[src/rtl/bus_arbiter5.sv]
// bus_arbiter5: round-robin arbiter driving the select of a 5-input bus mux.
//
// Ports:
//    clk      in   rising-edge clock
//    reset    in   asynchronous active-high reset
//    req      in   per-requester request level (bit i -> mux input i)
//    gnt      out  registered one-hot-or-zero grant
//    mux_sel  out  registered mux select, 0..NREQ-1 while granted, all ones when idle
//    bus_busy out  high while a grant is held
//    timeout  out  one-cycle pulse when a grant is forcibly released
//
// Optional feature: define BUS_ARB_TIMEOUT_EN to limit each grant to MAX_HOLD
// cycles using an 8-bit hold counter. Without it grants are unbounded and
// timeout is tied low.
//
// state   | meaning
// IDLE    | arbitrating; grant issued on the edge a request is seen
// GRANT   | owner holds the bus until its request drops (or hold limit)
// REL     | one-cycle bubble after release before arbitration resumes

module bus_arbiter5 #(
    parameter int NREQ     = 5,
    parameter int SEL_W    = 3,
    parameter int MAX_HOLD = 16
) (
    input  logic             clk,
    input  logic             reset,
    input  logic [NREQ-1:0]  req,
    output logic [NREQ-1:0]  gnt,
    output logic [SEL_W-1:0] mux_sel,
    output logic             bus_busy,
    output logic             timeout
);

    localparam logic [1:0]       S_IDLE   = 2'd0;
    localparam logic [1:0]       S_GRANT  = 2'd1;
    localparam logic [1:0]       S_REL    = 2'd2;
    localparam logic [SEL_W-1:0] SEL_IDLE = '1;
    localparam logic [SEL_W-1:0] SEL_LAST = SEL_W'(NREQ - 1);

    // The hold counter is 8 bits wide, so the limit must fit in it.
    generate
        if (MAX_HOLD < 2 || MAX_HOLD > 256) begin : g_bad_max_hold
            $error("bus_arbiter5: MAX_HOLD must be in 2..256");
        end
    endgenerate

    logic [1:0]       r_state;
    logic [SEL_W-1:0] r_ptr;
    logic [NREQ-1:0]  r_gnt;
    logic [SEL_W-1:0] r_mux_sel;

    logic             w_found;
    logic [SEL_W-1:0] w_pick;
    logic [SEL_W:0]   w_cand;
    logic             w_owner_req;
    logic [SEL_W-1:0] w_ptr_next;

    // First set request searching ptr, ptr+1, ... with wrap at NREQ.
    always_comb begin
        w_found = 1'b0;
        w_pick  = '0;
        w_cand  = '0;
        for (int k = 0; k < NREQ; k++) begin
            w_cand = {1'b0, r_ptr} + (SEL_W+1)'(k);
            if (w_cand >= (SEL_W+1)'(NREQ)) begin
                w_cand = w_cand - (SEL_W+1)'(NREQ);
            end
            if (!w_found && req[w_cand[SEL_W-1:0]]) begin
                w_found = 1'b1;
                w_pick  = w_cand[SEL_W-1:0];
            end
        end
    end

    // mux_sel holds the owner index throughout GRANT.
    assign w_owner_req = req[r_mux_sel];
    assign w_ptr_next  = (r_mux_sel == SEL_LAST) ? '0 : r_mux_sel + 1'b1;

`ifdef BUS_ARB_TIMEOUT_EN
    logic [7:0] r_hold;
    logic       r_timeout;

    always_ff @(posedge clk or posedge reset) begin
        if (reset) begin
            r_state   <= S_IDLE;
            r_ptr     <= '0;
            r_gnt     <= '0;
            r_mux_sel <= SEL_IDLE;
            r_hold    <= '0;
            r_timeout <= 1'b0;
        end else begin
            r_timeout <= 1'b0;
            case (r_state)
                S_IDLE: begin
                    if (w_found) begin
                        r_state   <= S_GRANT;
                        r_gnt     <= {{(NREQ-1){1'b0}}, 1'b1} << w_pick;
                        r_mux_sel <= w_pick;
                        r_hold    <= '0;
                    end
                end
                S_GRANT: begin
                    // A voluntary release in the limit cycle wins: no timeout pulse.
                    if (!w_owner_req || r_hold == 8'(MAX_HOLD - 1)) begin
                        r_state   <= S_REL;
                        r_gnt     <= '0;
                        r_mux_sel <= SEL_IDLE;
                        r_ptr     <= w_ptr_next;
                        r_timeout <= w_owner_req;
                    end else begin
                        r_hold <= r_hold + 8'd1;
                    end
                end
                S_REL:   r_state <= S_IDLE;
                default: r_state <= S_IDLE;
            endcase
        end
    end

    assign timeout = r_timeout;
`else
    always_ff @(posedge clk or posedge reset) begin
        if (reset) begin
            r_state   <= S_IDLE;
            r_ptr     <= '0;
            r_gnt     <= '0;
            r_mux_sel <= SEL_IDLE;
        end else begin
            case (r_state)
                S_IDLE: begin
                    if (w_found) begin
                        r_state   <= S_GRANT;
                        r_gnt     <= {{(NREQ-1){1'b0}}, 1'b1} << w_pick;
                        r_mux_sel <= w_pick;
                    end
                end
                S_GRANT: begin
                    if (!w_owner_req) begin
                        r_state   <= S_REL;
                        r_gnt     <= '0;
                        r_mux_sel <= SEL_IDLE;
                        r_ptr     <= w_ptr_next;
                    end
                end
                S_REL:   r_state <= S_IDLE;
                default: r_state <= S_IDLE;
            endcase
        end
    end

    assign timeout = 1'b0;
`endif

    assign gnt      = r_gnt;
    assign mux_sel  = r_mux_sel;
    assign bus_busy = (r_state == S_GRANT);

endmodule
[config.mk]
export PLATFORM = sky130hd
export DESIGN_NAME = bus_arbiter5
export DESIGN_NICKNAME = d
export VERILOG_FILES = /design/src/rtl/bus_arbiter5.sv
export SDC_FILE = /design/constraint.sdc
export NUM_CORES = 1
export LEC_CHECK = 0
export ABC_AREA = 1
export CORE_MARGIN = 2
export CORE_UTILIZATION = 48
export CTS_CLUSTER_DIAMETER = 50
export CTS_CLUSTER_SIZE = 28
export DETAILED_ROUTE_END_ITERATION = 6
export PLACE_DENSITY = 0.66
export SYNTH_ARGS = -nofsm -noshare
export SYNTH_HDL_FRONTEND = slang
export SYNTH_SLANG_ARGS = --single-unit
[constraint.sdc]
create_clock -name clk -period 5.4 [get_ports clk]
set_input_delay 0.81 -clock clk [delete_from_list [all_inputs] [get_ports clk]]
set_output_delay 0.81 -clock clk [all_outputs]
set_load 0.05 [all_outputs]
Word level (Yosys, flattened, before mapping)
Index checks and enable logic that the tools add are counted.
{"block": "totals", "out_inout_bits": 10, "in_bits": 7, "ff_bits": 13}
{"block": "op_classes", "order_cmp": 11, "bitwise_logic": 1, "shifts": 1, "eq_ne": 4, "muxes": 37, "reduce_logical": 13, "add_sub_neg": 10}
{"operator": "$mux 3", "n": 13}
{"operator": "$lt 3x4->1 const B", "n": 6}
{"operator": "$bmux 1 s3", "n": 6}
{"operator": "$ge 4x3->1 const B", "n": 4}
{"operator": "$sub 3x3->3 const B", "n": 5}
{"operator": "$mux 1", "n": 11}
{"operator": "$mux 5", "n": 2}
{"operator": "$pmux 5 s2", "n": 1}
{"operator": "$add 3x2->4 const B", "n": 2}
{"operator": "$pmux 3 s2", "n": 1}
{"operator": "$shl 1x3->5 const A", "n": 1}
{"operator": "$add 3x1->4 const B", "n": 1}
{"operator": "$add 3x3->4 const B", "n": 1}
{"operator": "$logic_and 1x1->1", "n": 4}
{"operator": "$logic_not 1->1", "n": 4}
{"operator": "$mux 2", "n": 2}
{"operator": "$ne 2x2->1 const B", "n": 2}
{"operator": "$pmux 2 s2", "n": 1}
{"operator": "$reduce_and 2->1", "n": 2}
{"operator": "$add 3x1->3 const B", "n": 1}
{"operator": "$eq 3x3->1 const B", "n": 1}
{"operator": "$ge 3x3->1 const B", "n": 1}
{"operator": "$reduce_and 3->1", "n": 1}
{"operator": "$eq 2x1->1 const B", "n": 1}
{"operator": "other kinds (3)", "n": 3}

Logic depth before layout (Yosys ltp)
Gate-level depths: netlist of the first run.
{"block": "logic_depth", "ltp_word": 20, "mapped_depth": 23, "mapped_depth_nobuf": 22}

Worst setup path before layout of the first run
OpenSTA, ideal clock, no wires.
{"block": "synth_path", "path_type": "register to register", "startpoint": "register r_ptr[0]", "endpoint": "register r_mux_sel[0] (netlist: mux_sel[0])", "path_buffers": 1, "required_time_ns": 5.328, "synth_period_minus_slack_ns": 2.737, "stages_incl_launch_ff": 24, "path_slack_ns": 2.663, "t_arrival_ns": 2.665, "path_cell_list": "dfrtp_1 -> buf_4 -> inv_2 -> ha_1 -> inv_1 -> fa_1 -> a21oi_2 -> nand2_1 -> nand2_1 -> nand2_1 -> nand3_1 -> nand2_1 -> nand2_1 -> nand2_1 -> inv_1 -> nand2_2 -> nor2_4 -> nand2_2 -> nand2_4 -> nand2_4 -> clkinv_4 -> nand2_1 -> nand2_1 -> inv_1"}
{"block": "synth_between", "elab_chain_len": 19}
{"item": "from (decl)", "line_no": "49", "source": "logic [SEL_W-1:0] r_ptr;"}
{"item": "from (signal assigned)", "line_no": "143", "source": "r_ptr <= w_ptr_next;"}
{"item": "parallel branches: the longest is 19 deep, another holds $add 3x1->4"}
{"item": "to (signal assigned)", "line_no": "135", "source": "r_mux_sel <= w_pick;"}
{"item": "to (decl)", "line_no": "51", "source": "logic [SEL_W-1:0] r_mux_sel;"}
Several ways; the timed one is not identified. The select of a mux whose other input is x is not followed.
A chain may end at the register's enable or synchronous reset.

Worst setup path in the final report of the first run
{"block": "layout_path", "startpoint": "register r_ptr[0]", "endpoint": "register r_mux_sel[1] (netlist: mux_sel[1])"}
The elaborated chain is that of the path after synthesis.

==> results of run 1 <==
registers in the layout (all words and copies together), names as in the netlist:
signal,cells
r_state,2
gnt,5
r_ptr,3
mux_sel,3
cell families after synthesis:
kind of cell               Yosys count  share of synthesized area (%)
DFF                                 13                           19.7
xor gates and xnor gates             2                           1.05
AOI/OAI and AO/OA                   28                           9.74
other                                1                          0.225
buffers and inverters               47                           11.3
adders and majority gates           11                           8.69
and+or+nand+nor                    170                           49.3
worst max-delay path, stage by stage, from the launching register on:
cell	delay, ps
dfrtp_1	560
inv_2	260
ha_1	210
inv_1	60
fa_1	440
a21oi_2	220
nand2_1	70
o21ai_0	190
nand3_1	130
nand2_1	70
nand2_1	40
nand2_1	140
inv_1	80
nand2_2	110
nor2_2	50
nand2_1	60
nand3_1	180
nand2b_1	210
nand2_1	60
inv_1	40
how the worst max path moves through the flow:
stage,start,to,slack [ps],depth (start not counted)
global route,r_ptr[0],mux_sel[1],1860,20
detailed placement,r_ptr[0],mux_sel[1],2240,19
global placement,r_ptr[0],mux_sel[1],2230,19
CTS,r_ptr[0],mux_sel[1],2210,19
finish,r_ptr[0],mux_sel[1],2190,19
floorplan,r_ptr[0],mux_sel[0],2660,23
final cells by class:
cell class                      count  area (µm²)  share of cell area, %
Clock buffer                        4        26.3                   1.39
Inverter                           44         170                   9.02
Multi-Input combinational cell    212        1150                   61.1
Sequential cell                    13         329                   17.5
Tap cell                           46        57.6                   3.05
Timing Repair Buffer               15         150                   7.96
layer usage:
metal / up-vias / share of wire, % / GRT usage (%)
met1: 798 / 46 / 27.3
met3: 8 / 2.9 / 1.08
met5: - / 0 / 0
li1: 915 / - / -
met2: 33 / 50 / 40.4
met4: 0 / 1.3 / 7.22
metrics by stage:
stage	utilization, %	std cells
finish	56.5	334
global route	56.5	334
CTS	56.5	334
detailed placement	55.7	330
global placement	55.7	330
floorplan	-	272
cells in the mapped netlist, types with 2 or more instances:
cell,count,area share [%]
nand2_1,85,19
nand3_1,42,13
inv_1,39,8.8
nor2_1,13,2.9
o21ai_0,12,3.6
dfrtp_1,10,15
ha_1,10,7.5
nand4_1,9,3.4
nand2_2,7,2.6
o21ai_1,5,1.5
a21oi_1,4,1.2
inv_2,4,0.90
nand3_2,4,2.4
dfstp_2,3,4.7
nand2_4,3,2.0
buf_4,2,0.90
nor2_2,2,0.75
nor2_4,2,1.3
o211ai_1,2,0.90
xor2_1,2,1.0
==> summary.txt, run 1 <==
Outcome: complete, no violations
First-pass GRT wire length: 7160 µm
Post-CTS Hold Fix Bufs: 0
Min-Delay Path Class: reg2reg
First-iteration detailed-routing DRC count: 98
Register area share after synthesis: 19.7%
Worst setup EP type: flip-flop
Cts bufs inserted: 3
Slew @ Worst Pin: 497 ps
Vias: 1754
RR Endpoint: mux_sel[1]
Peak fanout along the critical path: 14
Number of detailed-route iterations in the first pass: 4
Port Buffer Count: 15
Worst setup path class: reg2reg
Ports: 17
Final setup viols: 0
Layout cells sized above 1: 11.8%
Drt via density: 5.25
Placed cell areas: 1860 µm²
Die footprint: 3970 µm²
Reg2Reg Depth: 19
Asr flop ratio synth: 100%
HPWL after detailed placement: 3410 µm
Post-CTS Setup Inserts: 0
R2r setup slk: 2190 ps
Design Area, Final: 1890 µm²
Final worst setup slack: 2190 ps
Hold path cells: 2
Initial core utilization: 50.1%
Global route overflow: 0
Yosys Warn Count: 0
GR Util All Layers: 22.0%
Wire per inst: 12.3 µm
Core Area: 3340 µm²
Fmax: 311 MHz
Row cnt: 21
Number of synthesized flops with an enable pin: 0
Pre-CTS setup slack: 2240 ps
CP required: 5620 ps
Final setup TNS: 0 ps
H-tree levels: 1
Commonest non-fill, non-tap cell in the layout: nand2_1
Pins Over Slew Limit: 0
Average size of a mapped cell: 6.14 µm²
Worst hold slack: 486 ps
R2r startpoint: r_ptr[0]
Worst setup SP type: flip-flop
Clock sink total: 13
CTS max path bufs: 2
# fillers: 357
Die X: 63.0 µm
DR DRC count: 0
Synthesized flop and latch total: 13
Hold Path Origin: gnt[3]
Antenna cell count: 0
Nets: 307
Synth Instances: 272
Maxcap violations: 0
Largest net degree at the start of global routing: 15
CTS tree: built
Worst Hold End: gnt[3]
Count of unique library cells instantiated by Yosys: 32
Final wirelength: 4110 µm
Ys flop type: dfrtp_1
Syn_nets: 290
Chip height: 63.0 µm
Final worst-path cycle share: 59.5%
CP arrival: 3430 ps
Synth-to-Final Area Change: 12.9%
Initial antenna violation count: 0
Most frequent cells in the layout: 85 x nand2_1, 42 x nand3_1, 39 x inv_1
Root Buffer: clkbuf_4
RSZ-0062 raised after global routing: no
Final worst path period need: 3210 ps
Clock transition at the registers of the reported paths: 80 ps
Post-Syn Area: 1670 µm²
Antenna Violating Nets Remaining: 0
Layout Skew: 2.86 ps
Worst-Skew Late Latency: 280 ps
Relative slew slack: 66.8%
Placer Congestion: 0.889
Final Hold Fails: 0
Post-CTS sizing: 0
Vias in the first global route: 1682
Power of run 1 is not shown: default switching activity piles up to over one toggle a cycle in this logic, so the estimate is an artifact.
==> inputs of run 2 (changes only) <==
- PLACE_DENSITY: 0.66 -> 0.69
- clock period: 5.4 -> 2.9 ns (I/O delays scaled with it)
==> run 2 against run 1 <==
Global-route usage up 0.32 points. Sequential share of layout area down 0.60 points. Non-clock buffer count up 4. Setup slack worse by 1900 ps. First-iteration DRC count down 10%. Critical endpoint is now mux_sel[0]. Hold slack worse by 2.5 ps. Flip-flop and latch count unchanged. Die area unchanged. Fmax up 23%. Critical path depth unchanged. Count of clock-buffer cells in the layout unchanged. Cell count up 1.2%.
==> summary.txt, run 2 (synthesized netlist as in run 1, its figures left out) <==
Outcome: complete, no violations
Worst-Skew Late Latency: 270 ps
Commonest non-fill, non-tap cell in the layout: nand2_1
Global route overflow: 0
Vias in the first global route: 1710
Max reg flops: 5
Final Hold Fails: 0
Fmax: 382 MHz
Cts bufs inserted: 3
M1 GR Usage: 27.9%
Antenna Violating Nets Remaining: 0
Most frequent cells in the layout: 82 x nand2_1, 42 x nand3_1, 39 x inv_1
Antenna cell count: 0
Synth-to-Final Area Change: 17.4%
Initial antenna violation count: 0
Root Buffer: clkbuf_4
FF/Latch Area: 330 µm²
H-tree levels: 1
Drt via density: 5.11
Area occupied by multi-input gates: 1200 µm²
Worst setup EP type: flip-flop
Pins Over Slew Limit: 0
CTS max path bufs: 2
Nets: 311
Port Buffer Count: 15
Clock transition at the registers of the reported paths: 80 ps
Row cnt: 21
Peak fanout along the critical path: 7
Post-CTS Hold Fix Bufs: 0
HPWL after detailed placement: 3310 µm
CP arrival: 2830 ps
Min-Delay Path Class: in2async
Final wirelength: 4120 µm
Die X: 63.0 µm
Worst setup SP type: flip-flop
Number of detailed-route iterations in the first pass: 4
Vias: 1728
First-pass GRT wire length: 7190 µm
Largest net degree at the start of global routing: 14
Final worst-path cycle share: 90.3%
Layout cells sized above 1: 16.4%
Wire per inst: 12.2 µm
CTS tree: built
Worst setup path class: reg2reg
GR Util All Layers: 22.4%
Slew @ Worst Pin: 503 ps
Core Area: 3340 µm²
CP required: 3110 ps
Layout Skew: 4.49 ps
GRT Max-Usage Layer: met2
Placer Congestion: 0.878
Initial core utilization: 50.1%
Clock sink total: 13
# fillers: 361
Met2 Track Usage GR: 38.8%
Post-CTS Setup Inserts: 0
DR DRC count: 0
Post-CTS sizing: 0
Relative slew slack: 66.3%
Die footprint: 3970 µm²
Met3 Resource Use GR: 1.44%
Final setup viols: 0
Final setup TNS: 0 ps
Ports: 17
Chip height: 63.0 µm
Final worst path period need: 2620 ps
Maxcap violations: 0
RSZ-0062 raised after global routing: no
First-iteration detailed-routing DRC count: 88
-- run 2: changes by cell type in the layout (fill, tap and decap cells not counted), sizes merged --
cell / previous run / this run
buf: 0 / 4
-- run 2: routing by layer --
| metal | vias up | part of all wire [%] |
|---|---|---|
| li1 | 916 | - |
| met1 | 771 | 47 |
| met2 | 35 | 49 |
| met3 | 6 | 2.8 |
| met4 | 0 | 1.8 |
| met5 | - | 0 |
-- run 2: through the flow --
stage / hold slack (ps) / cells / setup WS, ps / area, µm² / util [%]
after floorplan: 310 / 272 / 163 / 1670 / -
after global placement: 465 / 334 / 182 / 1890 / 56.6
after detailed placement: 470 / 334 / 175 / 1890 / 56.6
after CTS: 488 / 338 / 149 / 1920 / 57.4
after global routing: 513 / 338 / 0.0946 / 1960 / 58.8
final: 483 / 338 / 281 / 1960 / 58.8
-- run 2: final timing paths --
path | start | endpoint | slack, ps | cells after the start
min | reset | gnt[2] | 480 | 2
max in group asynchronous | reset | r_ptr[2] | 2050 | 2
min in group clk | gnt[0] | gnt[0] | 480 | 2
max reg2reg | r_ptr[1] | mux_sel[0] | 280 | 19
max | r_ptr[1] | mux_sel[0] | 280 | 19
min reg2reg | gnt[0] | gnt[0] | 480 | 2
-- run 2: worst max-delay path, cell delays in order, from the launching register on --
cell and delay (ps):
dfrtp_1 390, inv_1 70, buf_4 160, ha_1 210
nand2_1 130, nand3_2 150, o21ai_0 290, nand3_1 140
nand3_1 120, nand2_2 110, nand3_1 110, nand2_1 50
inv_1 50, nand2_1 50, nor2_1 160, nand2_1 80
nor2_2 140, inv_1 60, nand2_1 50, inv_1 30
-- run 2: final cells by class --
class                           count  area share (%)
Clock buffer                        4            1.34
Inverter                           44            8.68
Multi-Input combinational cell    212            61.0
Sequential cell                    13            16.8
Tap cell                           46            2.94
Timing Repair Buffer               19            9.19
Power of run 2 is left out for the same reason.
